### src/rtl/traffic_light_monitor_if.sv
// Lamp/sensor observation bundle and monitor status outputs for traffic_light_monitor.
interface traffic_light_monitor_if;
  logic        highway_r;
  logic        highway_y;
  logic        highway_g;
  logic        farm_r;
  logic        farm_y;
  logic        farm_g;
  logic        cow;
  logic        fault_clr;
  logic        fault;
  logic [2:0]  fault_code;
  logic [1:0]  phase;
  logic        in_sync;
  logic        cycle_done;
  logic [15:0] cycle_count;

  modport master (
    output highway_r, highway_y, highway_g, farm_r, farm_y, farm_g, cow, fault_clr,
    input  fault, fault_code, phase, in_sync, cycle_done, cycle_count
  );

  modport slave (
    input  highway_r, highway_y, highway_g, farm_r, farm_y, farm_g, cow, fault_clr,
    output fault, fault_code, phase, in_sync, cycle_done, cycle_count
  );
endinterface

### src/rtl/traffic_light_monitor.sv
// Passive checker for the highway/farm light controller: decodes lamp phases, checks
// pattern legality, phase order and durations, latches the first fault, counts cycles.
module traffic_light_monitor #(
  parameter int unsigned YELLOW_CYCLES  = 3,
  parameter int unsigned HWY_GREEN_MIN  = 15,
  parameter int unsigned FARM_GREEN_MAX = 15
) (
  input  logic                     clk,
  input  logic                     reset,
  traffic_light_monitor_if.slave   bus
);

  localparam logic [7:0] YellowLen = 8'(YELLOW_CYCLES);
  localparam logic [7:0] HwyMin    = 8'(HWY_GREEN_MIN);
  localparam logic [7:0] FarmLimit = 8'(FARM_GREEN_MAX + 1);

  typedef enum logic [1:0] {StSync, StRun, StFault} state_e;

  state_e      state_q, state_d;
  logic [5:0]  pat_q, pat_p;
  logic        cow_q, cow_p;
  logic        primed_q;
  logic [7:0]  cnt_q, cnt_d;
  logic [2:0]  code_q, code_d;
  logic [1:0]  phase_q, phase_d;
  logic        done_q, done_d;
  logic [15:0] count_q, count_d;

  logic       cur_legal, prv_legal;
  logic [1:0] cur_ph, prv_ph;
  logic       changed;
  logic [7:0] cnt_inc;
  logic       f1, f2, f3, f4, f5;
  logic [2:0] code_new;

  // Returns {legal, phase}; bit order is highway R,Y,G then farm R,Y,G.
  function automatic logic [2:0] decode(input logic [5:0] p);
    case (p)
      6'b001100: decode = 3'b100;
      6'b010100: decode = 3'b101;
      6'b100001: decode = 3'b110;
      6'b100010: decode = 3'b111;
      default:   decode = 3'b000;
    endcase
  endfunction

  always_comb begin
    {cur_legal, cur_ph} = decode(pat_q);
    {prv_legal, prv_ph} = decode(pat_p);
    changed = (pat_q != pat_p);
    cnt_inc = (cnt_q == 8'hFF) ? cnt_q : cnt_q + 8'd1;

    f1 = !cur_legal;
    f2 = changed && cur_legal && (!prv_legal || (cur_ph != prv_ph + 2'd1));
    f3 = (changed && prv_legal && prv_ph[0] && (cnt_q != YellowLen)) ||
         (!changed && cur_legal && cur_ph[0] && (cnt_inc > YellowLen));
    f4 = !changed && cur_legal && (cur_ph == 2'd2) && (cnt_inc == FarmLimit);
    f5 = changed && prv_legal && (prv_ph == 2'd0) && ((cnt_q < HwyMin) || !cow_p);

    if      (f1) code_new = 3'd1;
    else if (f2) code_new = 3'd2;
    else if (f3) code_new = 3'd3;
    else if (f4) code_new = 3'd4;
    else if (f5) code_new = 3'd5;
    else         code_new = 3'd0;
  end

  always_comb begin
    state_d = state_q;
    cnt_d   = cnt_q;
    code_d  = code_q;
    done_d  = 1'b0;
    count_d = count_q;
    phase_d = cur_legal ? cur_ph : phase_q;

    unique case (state_q)
      StSync: begin
        cnt_d = 8'd0;
        // pat_q is not a real sample until one edge after reset release.
        if (primed_q) begin
          if (!cur_legal) begin
            state_d = StFault;
            code_d  = 3'd1;
          end else if (cur_ph == 2'd0) begin
            state_d = StRun;
            cnt_d   = 8'd1;
          end
        end
      end
      StRun: begin
        if (code_new != 3'd0) begin
          state_d = StFault;
          code_d  = code_new;
        end else begin
          cnt_d = changed ? 8'd1 : cnt_inc;
          if (changed && (prv_ph == 2'd3)) begin
            done_d  = 1'b1;
            count_d = count_q + 16'd1;
          end
        end
      end
      StFault: ;
      default: state_d = StSync;
    endcase

    // Clear overrides anything detected on the same edge.
    if (bus.fault_clr) begin
      state_d = StSync;
      code_d  = 3'd0;
      cnt_d   = 8'd0;
      done_d  = 1'b0;
      count_d = count_q;
    end
  end

  always_ff @(posedge clk or negedge reset) begin
    if (!reset) begin
      state_q  <= StSync;
      pat_q    <= 6'd0;
      pat_p    <= 6'd0;
      cow_q    <= 1'b0;
      cow_p    <= 1'b0;
      primed_q <= 1'b0;
      cnt_q    <= 8'd0;
      code_q   <= 3'd0;
      phase_q  <= 2'd0;
      done_q   <= 1'b0;
      count_q  <= 16'd0;
    end else begin
      state_q  <= state_d;
      pat_q    <= {bus.highway_r, bus.highway_y, bus.highway_g,
                   bus.farm_r, bus.farm_y, bus.farm_g};
      pat_p    <= pat_q;
      cow_q    <= bus.cow;
      cow_p    <= cow_q;
      primed_q <= 1'b1;
      cnt_q    <= cnt_d;
      code_q   <= code_d;
      phase_q  <= phase_d;
      done_q   <= done_d;
      count_q  <= count_d;
    end
  end

  assign bus.fault       = (state_q == StFault);
  assign bus.fault_code  = code_q;
  assign bus.phase       = phase_q;
  assign bus.in_sync     = (state_q == StRun);
  assign bus.cycle_done  = done_q;
  assign bus.cycle_count = count_q;

endmodule
### src/flat_wrapper.sv
// flat-port wrapper written by rule: the top's interface ports become plain ports
module traffic_light_monitor_flat 
#(
  parameter int unsigned YELLOW_CYCLES  = 3,
  parameter int unsigned HWY_GREEN_MIN  = 15,
  parameter int unsigned FARM_GREEN_MAX = 15
)
  (clk, reset, bus_highway_r, bus_highway_y, bus_highway_g, bus_farm_r, bus_farm_y, bus_farm_g, bus_cow, bus_fault_clr, bus_fault, bus_fault_code, bus_phase, bus_in_sync, bus_cycle_done, bus_cycle_count);
  traffic_light_monitor_if bus_i ();
  input  logic clk;
  input  logic reset;
  input wire logic [$bits(bus_i.highway_r)-1:0] bus_highway_r;
  input wire logic [$bits(bus_i.highway_y)-1:0] bus_highway_y;
  input wire logic [$bits(bus_i.highway_g)-1:0] bus_highway_g;
  input wire logic [$bits(bus_i.farm_r)-1:0] bus_farm_r;
  input wire logic [$bits(bus_i.farm_y)-1:0] bus_farm_y;
  input wire logic [$bits(bus_i.farm_g)-1:0] bus_farm_g;
  input wire logic [$bits(bus_i.cow)-1:0] bus_cow;
  input wire logic [$bits(bus_i.fault_clr)-1:0] bus_fault_clr;
  output wire logic [$bits(bus_i.fault)-1:0] bus_fault;
  output wire logic [$bits(bus_i.fault_code)-1:0] bus_fault_code;
  output wire logic [$bits(bus_i.phase)-1:0] bus_phase;
  output wire logic [$bits(bus_i.in_sync)-1:0] bus_in_sync;
  output wire logic [$bits(bus_i.cycle_done)-1:0] bus_cycle_done;
  output wire logic [$bits(bus_i.cycle_count)-1:0] bus_cycle_count;
  assign bus_i.highway_r = bus_highway_r;
  assign bus_i.highway_y = bus_highway_y;
  assign bus_i.highway_g = bus_highway_g;
  assign bus_i.farm_r = bus_farm_r;
  assign bus_i.farm_y = bus_farm_y;
  assign bus_i.farm_g = bus_farm_g;
  assign bus_i.cow = bus_cow;
  assign bus_i.fault_clr = bus_fault_clr;
  assign bus_fault = bus_i.fault;
  assign bus_fault_code = bus_i.fault_code;
  assign bus_phase = bus_i.phase;
  assign bus_in_sync = bus_i.in_sync;
  assign bus_cycle_done = bus_i.cycle_done;
  assign bus_cycle_count = bus_i.cycle_count;
  traffic_light_monitor #(.YELLOW_CYCLES(YELLOW_CYCLES), .HWY_GREEN_MIN(HWY_GREEN_MIN), .FARM_GREEN_MAX(FARM_GREEN_MAX)) u_core (.clk(clk), .reset(reset), .bus(bus_i));
endmodule
### config.mk
export PLATFORM = sky130hd
export DESIGN_NAME = traffic_light_monitor_flat
export DESIGN_NICKNAME = d
export VERILOG_FILES = /design/src/rtl/traffic_light_monitor_if.sv /design/src/rtl/traffic_light_monitor.sv /design/src/flat_wrapper.sv
export SDC_FILE = /design/constraint.sdc
export NUM_CORES = 1
export LEC_CHECK = 0
export BUFFER_PORTS_ARGS = -buffer_cell sky130_fd_sc_hd__buf_2
export CAP_MARGIN = 20
export CORE_AREA = 2 2 97 90
export DETAILED_ROUTE_END_ITERATION = 16
export DIE_AREA = 0 0 99 92
export PLACE_DENSITY = 0.49
export SETUP_SLACK_MARGIN = 0.02
export SYNTH_ARGS = -nofsm -noshare
export SYNTH_HDL_FRONTEND = slang
export SYNTH_SLANG_ARGS = --single-unit
export TNS_END_PERCENT = 50
### constraint.sdc
create_clock -name clk -period 3 [get_ports clk]
set_clock_uncertainty 0.2 [all_clocks]
set_input_delay 0 -clock clk [delete_from_list [all_inputs] [get_ports clk]]
set_output_delay 0 -clock clk [all_outputs]
set_load 0.02 [all_outputs]
### Word level (Yosys, flattened, before mapping)

Cells that the tools add are included.
W data, S select, Z words.

| cells by class | value |
|---|---|
| add/subtract/negate cells | 3 |
| order comparisons | 2 |
| equal/unequal tests | 23 |
| mux-type cells | 30 |
| bitwise gates (word level) | 2 |
| reductions and logical operators | 28 |

Operator list:

| operator | count |
|---|---|
| $mux W8 | 6 |
| $mux W3 | 9 |
| $eq A6 B6 Y1 const B | 4 |
| $pmux W3 S4 | 2 |
| $add A16 B1 Y16 const B | 1 |
| $pmux W8 S2 | 1 |
| $logic_and A1 B1 Y1 | 13 |
| $eq A6 B4 Y1 const B | 2 |
| $eq A6 B5 Y1 const B | 2 |
| $reduce_and A4 Y1 | 3 |
| $mux W2 | 5 |
| $add A8 B1 Y8 const B | 1 |
| $eq A8 B5 Y1 const B | 1 |
| $eq A8 B8 Y1 const B | 1 |
| $gt A8 B2 Y1 const B | 1 |
| $lt A8 B4 Y1 const B | 1 |
| $ne A8 B2 Y1 const B | 1 |
| $eq A2 B2 Y1 const B | 3 |
| $logic_not A2 Y1 | 3 |
| $ne A3 B2 Y1 const B | 2 |
| $ne A3 B3 Y1 const B | 2 |
| $ne A6 B6 Y1 | 1 |
| $pmux W2 S3 | 1 |
| $pmux W3 S2 | 1 |
| other kinds (11) | 21 |

| word-level totals | value |
|---|---|
| register bits | 47 |
| input port bits | 10 |
| output and inout bits | 24 |
| word-level logic and storage cells | 99 |

### Depth between registers and ports, before layout

| logic depth | value |
|---|---|
| word-level depth | 14 |
| gate-level depth with buffers | 11 |
| mapped depth without buffers | 10 |

### Worst setup path after synthesis

No wires, ideal clock.

| path | value |
|---|---|
| kind | register to register |
| start point | register u_core.cnt_q[0] |
| end point | register u_core.cnt_q[1] |
| setup time | 76 ps |
| arrival time | 2638 ps |
| data required time | 2724 ps |
| path slack | 85 ps |
| stages on the path, launching flop included | 12 |
| buffers on the path | 2 |
| period minus slack after synthesis | 2915 ps |
| cells stage by stage | dfrtp_1 ha_1 buf_2 and4_1 nand4_1 a221o_1 o311a_4 a211oi_4 a311o_2 buf_6 nand4_1 o21ai_1 |

| between the ends | value |
|---|---|
| cells in the longest elaborated chain, start to end | 11 |
| elaborated cells on any way between the ends | 25 |
| classes of those cells | add/sub (1); order compare (2); eq/ne (4); mux (10); reduce/logical (8) |

RTL lines:

| what | line | text |
|---|---|---|
| start, declared | traffic_light_monitor.sv:23 | `logic [7:0] cnt_q, cnt_d;` |
| start signal, assigned | traffic_light_monitor.sv:137 | `cnt_q <= cnt_d;` |
| $add A8 B1 Y8 (tied with other cells) | traffic_light_monitor.sv:51 | `cnt_inc = (cnt_q == 8'hFF) ? cnt_q : cnt_q + 8'd1;` |
| $mux W8 / $logic_or A1 B1 Y1 (equally long branches) | traffic_light_monitor.sv:51, traffic_light_monitor.sv:58 |  |
| $gt A8 B2 Y1 (tied with other cells) | traffic_light_monitor.sv:56 | `(!changed && cur_legal && cur_ph[0] && (cnt_inc > YellowLen));` |
| $logic_and A1 B1 Y1 (tied with other cells) | traffic_light_monitor.sv:56 |  |
| $logic_or A1 B1 Y1 / $mux W3 (equally long branches) | traffic_light_monitor.sv:55, traffic_light_monitor.sv:63 |  |
| $mux W3 | traffic_light_monitor.sv:62 | `else if (f3) code_new = 3'd3;` |
| $mux W3 | traffic_light_monitor.sv:61 | `else if (f2) code_new = 3'd2;` |
| $mux W3 | traffic_light_monitor.sv:60 | `if (f1) code_new = 3'd1;` |
| $reduce_bool A3 Y1 | traffic_light_monitor.sv:91 | `if (code_new != 3'd0) begin` |
| $ne A3 B3 Y1 (no line) | -- |  |
| $reduce_and A2 Y1 (no line) | -- |  |

Several ways; a longest one is shown, not always the timed one. The select of a mux whose other input is x is not followed.
A chain may end at the register's enable or synchronous reset.

### Worst setup path in the final report

| path | value |
|---|---|
| start point | register u_core.pat_p[4] |
| end point | register u_core.cnt_q[0] |

| between the ends | value |
|---|---|
| cells in the longest elaborated chain, start to end | 13 |
| elaborated cells on any way between the ends | 37 |
| classes of those cells | add/sub (1); eq/ne (7); mux (10); reduce/logical (19) |

RTL lines:

| what | line | text |
|---|---|---|
| start, declared | traffic_light_monitor.sv:20 | `logic [5:0] pat_q, pat_p;` |
| start signal, assigned | traffic_light_monitor.sv:133 | `pat_p <= pat_q;` |
| $eq A6 B6 Y1 (tied with other cells) | traffic_light_monitor.sv:38 | `case (p)` |
| $pmux W3 S4 | traffic_light_monitor.sv:38 |  |
| $logic_not A2 Y1 / $logic_and A1 B1 Y1 (equally long branches) | traffic_light_monitor.sv:58, traffic_light_monitor.sv:55 |  |
| $logic_and A1 B1 Y1 (2 in series) | traffic_light_monitor.sv:58 | `f5 = changed && prv_legal && (prv_ph == 2'd0) && ((cnt_q < HwyMin) \|\| !cow_p);` |
| $mux W3 | traffic_light_monitor.sv:64 | `else if (f5) code_new = 3'd5;` |
| $mux W3 | traffic_light_monitor.sv:63 | `else if (f4) code_new = 3'd4;` |
| $mux W3 | traffic_light_monitor.sv:62 |  |
| $mux W3 | traffic_light_monitor.sv:61 |  |
| $mux W3 | traffic_light_monitor.sv:60 |  |
| $reduce_bool A3 Y1 | traffic_light_monitor.sv:91 |  |
| $ne A3 B3 Y1 (no line) | -- |  |
| $reduce_and A2 Y1 (no line) | -- |  |

Several ways; a longest one is shown, not always the timed one. The select of a mux whose other input is x is not followed.

==> results.toml <==
[status]
status = "finished with violations"
failed_checks = "hold timing"

[sta]
relSlewSlack_pct = 64.3
clock.fmax_mhz = 348
hold_violations = 1
setup_violations = 0
worst_pin_slew_ns = 0.536
report.final.slew_viol_count = 0
hold_ws_ns = -0.00251
rsz0062_at_grt = "true"
period_needed_ns = 2.88
fin_crit_sh_pct = 95.9

[yosys]
synth_largest_area_cell = "dfrtp_1"
synth_nets = 271
ys_ff_latch = 47
synth_top_area_share_pct = 45.4
netlist_area_um2 = 2590
synth_area_leaders = "dfrtp_1 45%, xor2_1 7.4%, nand2_1 2.9%, nand3_1 2.5%, nor2_1 2.3%"
syn_avg_cell_area_um2 = 10.1
synth.area.mux_share_pct = 0.821
synth_xor_area_share_pct = 9.13
synth_compound_area_share_pct = 13.2
synthAdderAreaFrac_pct = 1.93
synth_edf_count = 0
ys_warn_count = 0
yosysSeqAreaShare_pct = 45.4
async_reset_ff_share_pct = 100
synth_ff_type = "dfrtp_1"
synth-simple-area-share_pct = 25.6
synth_cell_type_count = 62
synth_top_family_by_area = "simple AND/OR/NAND/NOR gates"
synthCells = 257

[place]
hpwl_um = 4420
place_inst = 411
port_buffers = 33
gp_routability_congestion = 0.838

[floorplanning]
ios = 34
core-area_um2 = 8210
dieArea_um2 = 9110
die_y_um = 92
rows = 32
initial_core_util_pct = 31.6
fp.dieW_um = 99

[detailed_routing]
vias = 2218
drt_wl_total_um = 6190
remaining_drc_errors = 0
drt_first_pass_iters = 5
ant_nets = 0
drt_iter0_drc = 73
wl_per_cell_um = 14.3
viasPerCell = 5.12

[cells_and_area]
n_fill_cell = 792
register_area_um2 = 1180
antenna_cells = 0
nNetsFinal = 344
syn2layout_area_growth_pct = 31.6
fin_cells = 433
multiInputGateArea_um2 = 1440
drive_gt1_share_pct = 35.0

[min_path]
hold_class = "in2async"

[power_and_ir_drop]
vdd_ir_drop_max_mv = 0.202
power.density_nw_per_um2 = 351
total_power_mw = 1.20
p_leak_nw = 1.56

[clock_tree]
clockBufferDepth = 2
cts_tree = "yes"
clk_latency_ns = 0.30
cts-root-buf = "clkbuf_8"
cts_made_buffers = 5
cts_num_sinks = 47
clk_pin_slew_worst_paths_ns = 0.09
ctsHtreeMaxLevel = 2

[setup_path]
crit_path_start_kind = "flip-flop"
rrSetupSlack_ns = 0.12
worst_r2r_path_depth = 12
end_kind = "flip-flop"
timing.rr.end = "u_core.cnt_q[0]"
path_class = "reg2reg"
cp.arrival_ns = 2.87
regToRegStartpoint = "u_core.pat_p[4]"
crit_path_max_fanout = 4
required_ns = 2.99

[run]
cap_violations = 0

[global_route]
antenna_found_initial = 0
grt_pass1_wl_um = 10500
grt.overflow.total = 0
grt_max_degree = 48
gr-usage-all-layers_pct = 14.2
first_global_vias = 2178
[metal layers]
layer,vias up,part of all wire (%),GRT usage (%)
met5,-,0,0
met1,1090,51,20.6
li1,1074,-,-
met2,52,45,21.8
met4,0,0.44,2.74
met3,2,3.4,3.05
[metrics by stage]
step / instance area [µm²] / setup slack [ns] / utilization [%] / TNS (ns)
final: 3410 / 0.124 / 41.5 / 0
after global routing: 3410 / -0.0899 / 41.5 / -0.287
after CTS: 3250 / 0.0562 / 39.6 / 0
after detailed placement: 3050 / -0.0449 / 37.1 / -0.0899
after global placement: 3050 / -0.00134 / 37.1 / -0.00134
after floorplan: 2590 / 0.0854 / - / 0
[critical path, stage by stage, from the launching register on]
cell and delay [ns]:
dfrtp_1 0.39, buf_6 0.13, nor4bb_2 0.26, o21ai_1 0.11, ha_1 0.32, xor2_1 0.19
nand3_2 0.14, buf_6 0.15, a211oi_4 0.19, buf_4 0.14, and3b_2 0.22, o21ai_2 0.06
a222oi_1 0.26
[worst max path at each step]
stage                         start                        end  slack (ns)
floorplan           u_core.cnt_q[0]            u_core.cnt_q[1]        0.09
global placement    u_core.cnt_q[0]  u_core.bus.cycle_count[6]      -0.001
detailed placement  u_core.cnt_q[0]  u_core.bus.cycle_count[9]       -0.04
CTS                 u_core.cnt_q[0]            u_core.cnt_q[5]        0.06
global route        u_core.pat_p[4]            u_core.cnt_q[0]       -0.09
finish              u_core.pat_p[4]            u_core.cnt_q[0]        0.12
[cell type report]
| cell class | instances | area share (%) |
|---|---|---|
| Multi-Input combinational cell | 191 | 42.2 |
| Sequential cell | 47 | 34.6 |
| Timing Repair Buffer | 75 | 15.7 |
| Tap cell | 102 | 3.74 |
| Clock buffer | 6 | 2.13 |
| Inverter | 10 | 1.10 |
| Clock inverter | 2 | 0.477 |
[synth_stat cells, types with 3 or more instances]
library cell,count
dfrtp_1,47
xor2_1,22
and3_1,4
nor3_2,5
nor4bb_1,3
nor4_2,3
clkbuf_1,3
inv_1,10
ha_1,4
or3_1,3
a31oi_1,3
nand4_1,6
o21ai_1,5
nand2_1,20
nor2_1,16
a211oi_1,3
nand2b_1,3
nor2b_1,4
xnor2_1,5
a21oi_1,7
o21ai_0,7
nor3_1,11
nand3_1,13
[repair_timing]
item | 4_1_cts | 5_1_grt
hold buffers | 9 | 0
endpoints found under the setup margin | 10 | 24
pin swaps | 0 | 14
setup buffers | 0 | 4
endpoints found under the hold margin | 61 | 0
gates resized for setup | 4 | 27
[where the power goes]
part | internal (mW) | leakage [nW] | switching [mW]
Sequential | 0.653 | 0.605 | 0.0219
Combinational | 0.0576 | 0.909 | 0.0694
Clock | 0.168 | 0.0418 | 0.228
Total | 0.878 | 1.56 | 0.320
[sequential cells by signal, indices dropped and copies added, names as in the netlist]
name and count:
u_core.bus.cycle_count 16, u_core.bus.cycle_done 1, u_core.bus.fault_code 3, u_core.bus.phase 2, u_core.cnt_q 8, u_core.cow_p 1, u_core.cow_q 1, u_core.pat_p 6
u_core.pat_q 6, u_core.primed_q 1, u_core.state_q 2
[cells in the final DEF, fill, tap and decap left out, types with 3 or more instances in the layout]
| master | count |
|---|---|
| dfrtp_1 | 44 |
| buf_2 | 33 |
| buf_4 | 29 |
| xor2_1 | 22 |
| nand2_1 | 20 |
| nor2_1 | 15 |
| nand3_1 | 12 |
| inv_1 | 10 |
| dlygate4sd3_1 | 9 |
| nor3_2 | 8 |
| a21oi_1 | 7 |
| nor3_1 | 7 |
| o21ai_1 | 6 |
| nand4_1 | 6 |
| xnor2_1 | 5 |
| clkbuf_8 | 5 |
| nor2b_1 | 4 |
| and3_1 | 4 |
| o21ai_0 | 4 |
| nand2b_1 | 3 |
| nor4_2 | 3 |
| ha_1 | 3 |
| dfrtp_2 | 3 |
[logic make-up after synthesis]
kind of cell / after synthesis
buffers and inverters: 19
and+or+nand+nor: 111
xor gates and xnor gates: 27
DFF: 47
adders and majority gates: 4
AOI/OAI and AO/OA: 46
other: 1
muxes: 2
Power figures use the tool's default switching activity.
